## config.mk

```make
export PLATFORM = sky130hd
export DESIGN_NAME = bus_tenure_arbiter_flat
export DESIGN_NICKNAME = d
export VERILOG_FILES = /design/src/rtl/bus_tenure_arbiter_if.sv /design/src/rtl/bus_tenure_arbiter.sv /design/src/flat_wrapper.sv
export SDC_FILE = /design/constraint.sdc
export NUM_CORES = 1
export LEC_CHECK = 0
export BUFFER_PORTS_ARGS = -buffer_cell sky130_fd_sc_hd__buf_2
export CORE_MARGIN = 2
export CORE_UTILIZATION = 57
export CTS_BUF_LIST = sky130_fd_sc_hd__clkbuf_4 sky130_fd_sc_hd__clkbuf_8
export CTS_CLUSTER_SIZE = 25
export DETAILED_ROUTE_END_ITERATION = 10
export PLACE_DENSITY = 0.87
export SLEW_MARGIN = 40
export SYNTH_ARGS = -nofsm -noshare
export SYNTH_HDL_FRONTEND = slang
export SYNTH_SLANG_ARGS = --single-unit
```

## constraint.sdc

```tcl
create_clock -name clk -period 2.4 [get_ports clk]
set_input_delay 0.72 -clock clk [delete_from_list [all_inputs] [get_ports clk]]
set_output_delay 0.72 -clock clk [all_outputs]
set_load 0.02 [all_outputs]
```

## src/rtl/bus_tenure_arbiter_if.sv

```systemverilog
// Request/lock/grant bundle between the four bus masters and the tenure arbiter.
// All request, lock and grant lines are active-low; owner/bus_idle/preempt are status.
interface bus_tenure_arbiter_if;
  logic       m0_req_;
  logic       m1_req_;
  logic       m2_req_;
  logic       m3_req_;
  logic       m0_lock_;
  logic       m1_lock_;
  logic       m2_lock_;
  logic       m3_lock_;
  logic       m0_grnt_;
  logic       m1_grnt_;
  logic       m2_grnt_;
  logic       m3_grnt_;
  logic [1:0] owner;
  logic       bus_idle;
  logic       preempt;

  modport master (
    output m0_req_, m1_req_, m2_req_, m3_req_,
    output m0_lock_, m1_lock_, m2_lock_, m3_lock_,
    input  m0_grnt_, m1_grnt_, m2_grnt_, m3_grnt_,
    input  owner, bus_idle, preempt
  );

  modport slave (
    input  m0_req_, m1_req_, m2_req_, m3_req_,
    input  m0_lock_, m1_lock_, m2_lock_, m3_lock_,
    output m0_grnt_, m1_grnt_, m2_grnt_, m3_grnt_,
    output owner, bus_idle, preempt
  );
endinterface

```

## src/rtl/bus_tenure_arbiter.sv

```systemverilog
// Four-master round-robin bus arbiter with bounded tenure, lock override and a
// one-cycle dead handoff between owners so two grants never overlap.
module bus_tenure_arbiter #(
  parameter int unsigned MAX_TENURE = 16,
  parameter int unsigned TENURE_W   = 5
) (
  input  logic                  clk,
  input  logic                  reset,
  bus_tenure_arbiter_if.slave   bus
);

  typedef enum logic [1:0] {
    ST_IDLE    = 2'd0,
    ST_GRANT   = 2'd1,
    ST_HANDOFF = 2'd2
  } state_e;

  localparam logic [TENURE_W-1:0] TENURE_LAST = TENURE_W'(MAX_TENURE - 1);

  // Rotating priority: owner+1 first, the last owner itself last. Returns {found, index}.
  function automatic logic [2:0] pick_winner(input logic [3:0] req, input logic [1:0] last);
    logic [2:0] res;
    logic [1:0] idx;
    res = 3'b000;
    for (int i = 4; i >= 1; i--) begin
      idx = last + 2'(i);
      if (req[idx]) begin
        res = {1'b1, idx};
      end else begin
        res = res;
      end
    end
    return res;
  endfunction

  state_e                state_q, state_d;
  logic [3:0]            grnt_q, grnt_d;
  logic [1:0]            owner_q, owner_d;
  logic [TENURE_W-1:0]   tenure_q, tenure_d;
  logic                  bus_idle_q, bus_idle_d;
  logic                  preempt_q, preempt_d;

  logic [3:0]            req_s;
  logic [3:0]            lock_s;
  logic [3:0]            owner_mask_s;
  logic [2:0]            win_s;
  logic                  contender_s;

  assign req_s        = ~{bus.m3_req_, bus.m2_req_, bus.m1_req_, bus.m0_req_};
  assign lock_s       = ~{bus.m3_lock_, bus.m2_lock_, bus.m1_lock_, bus.m0_lock_};
  assign owner_mask_s = 4'b0001 << owner_q;
  assign win_s        = pick_winner(req_s, owner_q);
  assign contender_s  = |(req_s & ~owner_mask_s);

  // Next-state, grant and status computation.
  always_comb begin
    state_d   = state_q;
    grnt_d    = grnt_q;
    owner_d   = owner_q;
    tenure_d  = tenure_q;
    preempt_d = 1'b0;
    case (state_q)
      ST_IDLE, ST_HANDOFF: begin
        if (win_s[2]) begin
          state_d  = ST_GRANT;
          owner_d  = win_s[1:0];
          tenure_d = '0;
          grnt_d   = ~(4'b0001 << win_s[1:0]);
        end else begin
          state_d  = ST_IDLE;
          grnt_d   = 4'hF;
        end
      end
      ST_GRANT: begin
        if (!req_s[owner_q]) begin
          // Release wins over the tenure limit: never a pre-empt here.
          grnt_d   = 4'hF;
          tenure_d = '0;
          if (contender_s) begin
            state_d = ST_HANDOFF;
          end else begin
            state_d = ST_IDLE;
          end
        end else if ((tenure_q == TENURE_LAST) && !lock_s[owner_q] && contender_s) begin
          state_d   = ST_HANDOFF;
          grnt_d    = 4'hF;
          tenure_d  = '0;
          preempt_d = 1'b1;
        end else begin
          state_d = ST_GRANT;
          if (tenure_q == TENURE_LAST) begin
            tenure_d = tenure_q;
          end else begin
            tenure_d = tenure_q + TENURE_W'(1);
          end
        end
      end
      default: begin
        state_d  = ST_IDLE;
        grnt_d   = 4'hF;
        tenure_d = '0;
      end
    endcase
    bus_idle_d = (state_d != ST_GRANT);
  end

  // State and output registers; reset drops every grant immediately.
  always_ff @(posedge clk or posedge reset) begin
    if (reset) begin
      state_q    <= ST_IDLE;
      grnt_q     <= 4'hF;
      owner_q    <= 2'd3;
      tenure_q   <= '0;
      bus_idle_q <= 1'b1;
      preempt_q  <= 1'b0;
    end else begin
      state_q    <= state_d;
      grnt_q     <= grnt_d;
      owner_q    <= owner_d;
      tenure_q   <= tenure_d;
      bus_idle_q <= bus_idle_d;
      preempt_q  <= preempt_d;
    end
  end

  assign bus.m0_grnt_ = grnt_q[0];
  assign bus.m1_grnt_ = grnt_q[1];
  assign bus.m2_grnt_ = grnt_q[2];
  assign bus.m3_grnt_ = grnt_q[3];
  assign bus.owner    = owner_q;
  assign bus.bus_idle = bus_idle_q;
  assign bus.preempt  = preempt_q;

endmodule

```

## src/flat_wrapper.sv

```systemverilog
// flat-port wrapper written by rule: the top's interface ports become plain ports
module bus_tenure_arbiter_flat 
#(
  parameter int unsigned MAX_TENURE = 16,
  parameter int unsigned TENURE_W   = 5
)
  (clk, reset, bus_m0_req_, bus_m1_req_, bus_m2_req_, bus_m3_req_, bus_m0_lock_, bus_m1_lock_, bus_m2_lock_, bus_m3_lock_, bus_m0_grnt_, bus_m1_grnt_, bus_m2_grnt_, bus_m3_grnt_, bus_owner, bus_bus_idle, bus_preempt);
  bus_tenure_arbiter_if bus_i ();
  input  logic clk;
  input  logic reset;
  input wire logic [$bits(bus_i.m0_req_)-1:0] bus_m0_req_;
  input wire logic [$bits(bus_i.m1_req_)-1:0] bus_m1_req_;
  input wire logic [$bits(bus_i.m2_req_)-1:0] bus_m2_req_;
  input wire logic [$bits(bus_i.m3_req_)-1:0] bus_m3_req_;
  input wire logic [$bits(bus_i.m0_lock_)-1:0] bus_m0_lock_;
  input wire logic [$bits(bus_i.m1_lock_)-1:0] bus_m1_lock_;
  input wire logic [$bits(bus_i.m2_lock_)-1:0] bus_m2_lock_;
  input wire logic [$bits(bus_i.m3_lock_)-1:0] bus_m3_lock_;
  output wire logic [$bits(bus_i.m0_grnt_)-1:0] bus_m0_grnt_;
  output wire logic [$bits(bus_i.m1_grnt_)-1:0] bus_m1_grnt_;
  output wire logic [$bits(bus_i.m2_grnt_)-1:0] bus_m2_grnt_;
  output wire logic [$bits(bus_i.m3_grnt_)-1:0] bus_m3_grnt_;
  output wire logic [$bits(bus_i.owner)-1:0] bus_owner;
  output wire logic [$bits(bus_i.bus_idle)-1:0] bus_bus_idle;
  output wire logic [$bits(bus_i.preempt)-1:0] bus_preempt;
  assign bus_i.m0_req_ = bus_m0_req_;
  assign bus_i.m1_req_ = bus_m1_req_;
  assign bus_i.m2_req_ = bus_m2_req_;
  assign bus_i.m3_req_ = bus_m3_req_;
  assign bus_i.m0_lock_ = bus_m0_lock_;
  assign bus_i.m1_lock_ = bus_m1_lock_;
  assign bus_i.m2_lock_ = bus_m2_lock_;
  assign bus_i.m3_lock_ = bus_m3_lock_;
  assign bus_m0_grnt_ = bus_i.m0_grnt_;
  assign bus_m1_grnt_ = bus_i.m1_grnt_;
  assign bus_m2_grnt_ = bus_i.m2_grnt_;
  assign bus_m3_grnt_ = bus_i.m3_grnt_;
  assign bus_owner = bus_i.owner;
  assign bus_bus_idle = bus_i.bus_idle;
  assign bus_preempt = bus_i.preempt;
  bus_tenure_arbiter #(.MAX_TENURE(MAX_TENURE), .TENURE_W(TENURE_W)) u_core (.clk(clk), .reset(reset), .bus(bus_i));
endmodule
```

==> flow_summary.ini <==
[clock_network]
ctsHoldBuffers = 0
clkTransAtPathRegs_ps = 90
clk_path_buf_depth = 2
cts_root_buf = clkbuf_4
htreeDepth = 1
cts-resized-gates = 0
post_cts.repair.setup_buffers = 0
tritoncts = built
clkSinkCount = 15
insertion_delay_ps = 290
cts-buffers-inserted = 3

[sta]
hold_viol = 0
fin_skew_ps = 3.37
setup-violations-final = 0
fin_setup_tns_ps = 0
rsz0062_at_grt = no
tightest_slew_ps = 555
post-route-min-period_ps = 2100
hold_ws_ps = 459
slew_violations = 0
final.period_utilization_pct = 87.4
fmax_mhz = 477
timing.final.ws_setup_ps = 303
slew-limit-headroom_pct = 63.0

[final_layout]
area_delta_synth_final_pct = 11.3
final_util_pct = 65.7
drive_above_1_share_pct = 35.7
antenna_cells = 0
fin_nets = 132

[power]
p_sw_uw = 558
p_per_area_mw_per_mm2 = 1160
power.leakage_nw = 0.504
vdd_drop_max_uv = 822
clkPwrFrac_pct = 11.7
power_mw = 1.28
p_int_uw = 719
swShare_pct = 43.7
p_seq_share_pct = 33.2
comb_power_share_pct = 55.0

[logic_synthesis]
synth_area_um2 = 986
synth_cells = 98
yosysTopAreaCellShare_pct = 20.3
synth_edf_count = 0
synth_area_per_cell_um2 = 10.1
synth_cell_types = 35
yosysWarnings = 0
ys_seq_area_share_pct = 39.0
ys_top_cells_by_count = nand2_1 (10), dfrtp_1 (8), inv_1 (8), a21oi_1 (7), dfstp_2 (7)
async_flop_share_pct = 100
synth.area.top_cells = dfrtp_1 (20%), dfstp_2 (19%), ha_1 (7.6%)
ys_ff_latch = 15
synthFlopType = dfrtp_1
yosysMostFrequentCell = nand2_1
synth_nets = 114
synth_top_area_cell = dfrtp_1

[global_routing]
antenna_found_initial = 0
gr-usage-all-layers_pct = 21.5
met1_usage_pct = 25.8
use_met2_pct = 34.6
grt_max_degree = 16
top_usage_layer = met2
grt_pass1_wl_um = 3100
globalRouteMet3Util_pct = 5.95
grt-ovfl-total = 0
grt_pass1_vias = 704

[setup_path]
cp.arrival_ps = 2320
start_kind = flop
crit_fanout = 9
worstSetupPathType = reg2reg
worstPathRequired_ps = 2630
critPathCaptureType = flop

[route]
num_vias = 801
routed_via_density = 6.07
dr.pass1.iters = 4
wl_um = 1890
drtIter0Drc = 11
wl_per_cell_um = 14.3
detail-route-antenna-nets = 0
drcViolationCount = 0

[min_path]
hold_class = in2async

[floorplanning]
die_width_um = 45.6
fp-row-count = 15
die_area_mm2 = 0.00208
coreArea_mm2 = 0.00167
initial_utilization_pct = 59.0
die_y_um = 45.6
ios = 18

[placed_design]
io_buffers = 17
hpwl_um = 1460
gp_congestion = 0.786
preCtsSetupSlack_ps = 313

[flow_run]
maxCapViolations = 0

[status]
status = finished, final reports clean
-- layout by cell type, fill, tap and decap left out, types with 2 or more instances in the layout --
cell / n
a21boi_0: 2
a21oi_1: 7
and3_1: 2
buf_2: 17
clkbuf_4: 3
dfrtp_1: 8
dfstp_2: 7
ha_1: 6
inv_1: 8
mux2i_1: 5
mux4_2: 3
nand2_1: 10
nand2b_1: 3
nand4_1: 2
nor2_1: 4
nor3_1: 2
o22a_1: 3
o22ai_1: 5
-- final cells by class --
type / count / area, um^2
sequential: 15 / 384
inverter: 9 / 33.8
tap: 17 / 21.3
multi-input combinational: 69 / 538
clock buffer: 3 / 22.5
timing repair buffer: 18 / 92.6
clock inverter: 1 / 5.00
fill: 136 / 573
-- worst paths after layout --
| kind | start | endpoint | slack, ps | cells after the start |
|---|---|---|---|---|
| hold reg to reg | u_core.grnt_q[2] | u_core.grnt_q[2] | 500 | 2 |
| setup / recovery | u_core.bus.owner[1] | u_core.grnt_q[0] | 300 | 7 |
| max in group asynchronous | reset | u_core.grnt_q[1] | 1570 | 2 |
| min in group clk | u_core.grnt_q[2] | u_core.grnt_q[2] | 500 | 2 |
| setup reg to reg | u_core.bus.owner[1] | u_core.grnt_q[0] | 300 | 7 |
| hold / removal | reset | u_core.tenure_q[4] | 460 | 2 |
-- critical path, cell delays in order, from the launching register on --
cell and delay [ps]:
dfstp_2 640, inv_1 110, ha_1 390, a21boi_0 220
o22ai_1 110, o221ai_1 210, nand3_1 150, o22a_1 210
-- registers in the layout (all words and copies together) (netlist names) --
| signal | count |
|---|---|
| u_core.state_q | 2 |
| u_core.bus.preempt | 1 |
| u_core.bus.owner | 2 |
| u_core.grnt_q | 4 |
| u_core.tenure_q | 5 |
| u_core.bus.bus_idle | 1 |
-- metrics by stage --
step	area, um^2	std cells
2_1_floorplan	986	98
3_3_place_gp	1070	128
3_5_place_dp	1070	128
4_1_cts	1100	132
5_1_grt	1100	132
6_report	1100	132
-- per-layer routing --
metal | vias to the layer above | routed length, um
met1 | 391 | 774
met3 | 5 | 83
met2 | 20 | 992
met4 | 0 | 42
li1 | 385 | -
met5 | - | 0
-- kinds of logic (layout without fill, tap and decap cells) --
kind of cell | after synthesis | after routing | synth area share (%)
mux | 9 | 9 | 13.1
fa+ha+maj | 6 | 6 | 7.61
flops | 15 | 15 | 39.0
buf+inv | 14 | 31 | 6.47
simple gates | 29 | 29 | 15.5
compound gates | 25 | 25 | 18.4
-- power groups by stage --
stage | sequential (mW) | clock, mW | combinational [mW]
detailed placement | 0.426 | 0 | 0.705
finish | 0.425 | 0.150 | 0.703
global route | 0.435 | 0.160 | 0.778
floorplan | 0.484 | 0 | 0.505
global placement | 0.422 | 0 | 0.675
CTS | 0.423 | 0.155 | 0.705
Power figures use the tool's default switching activity.
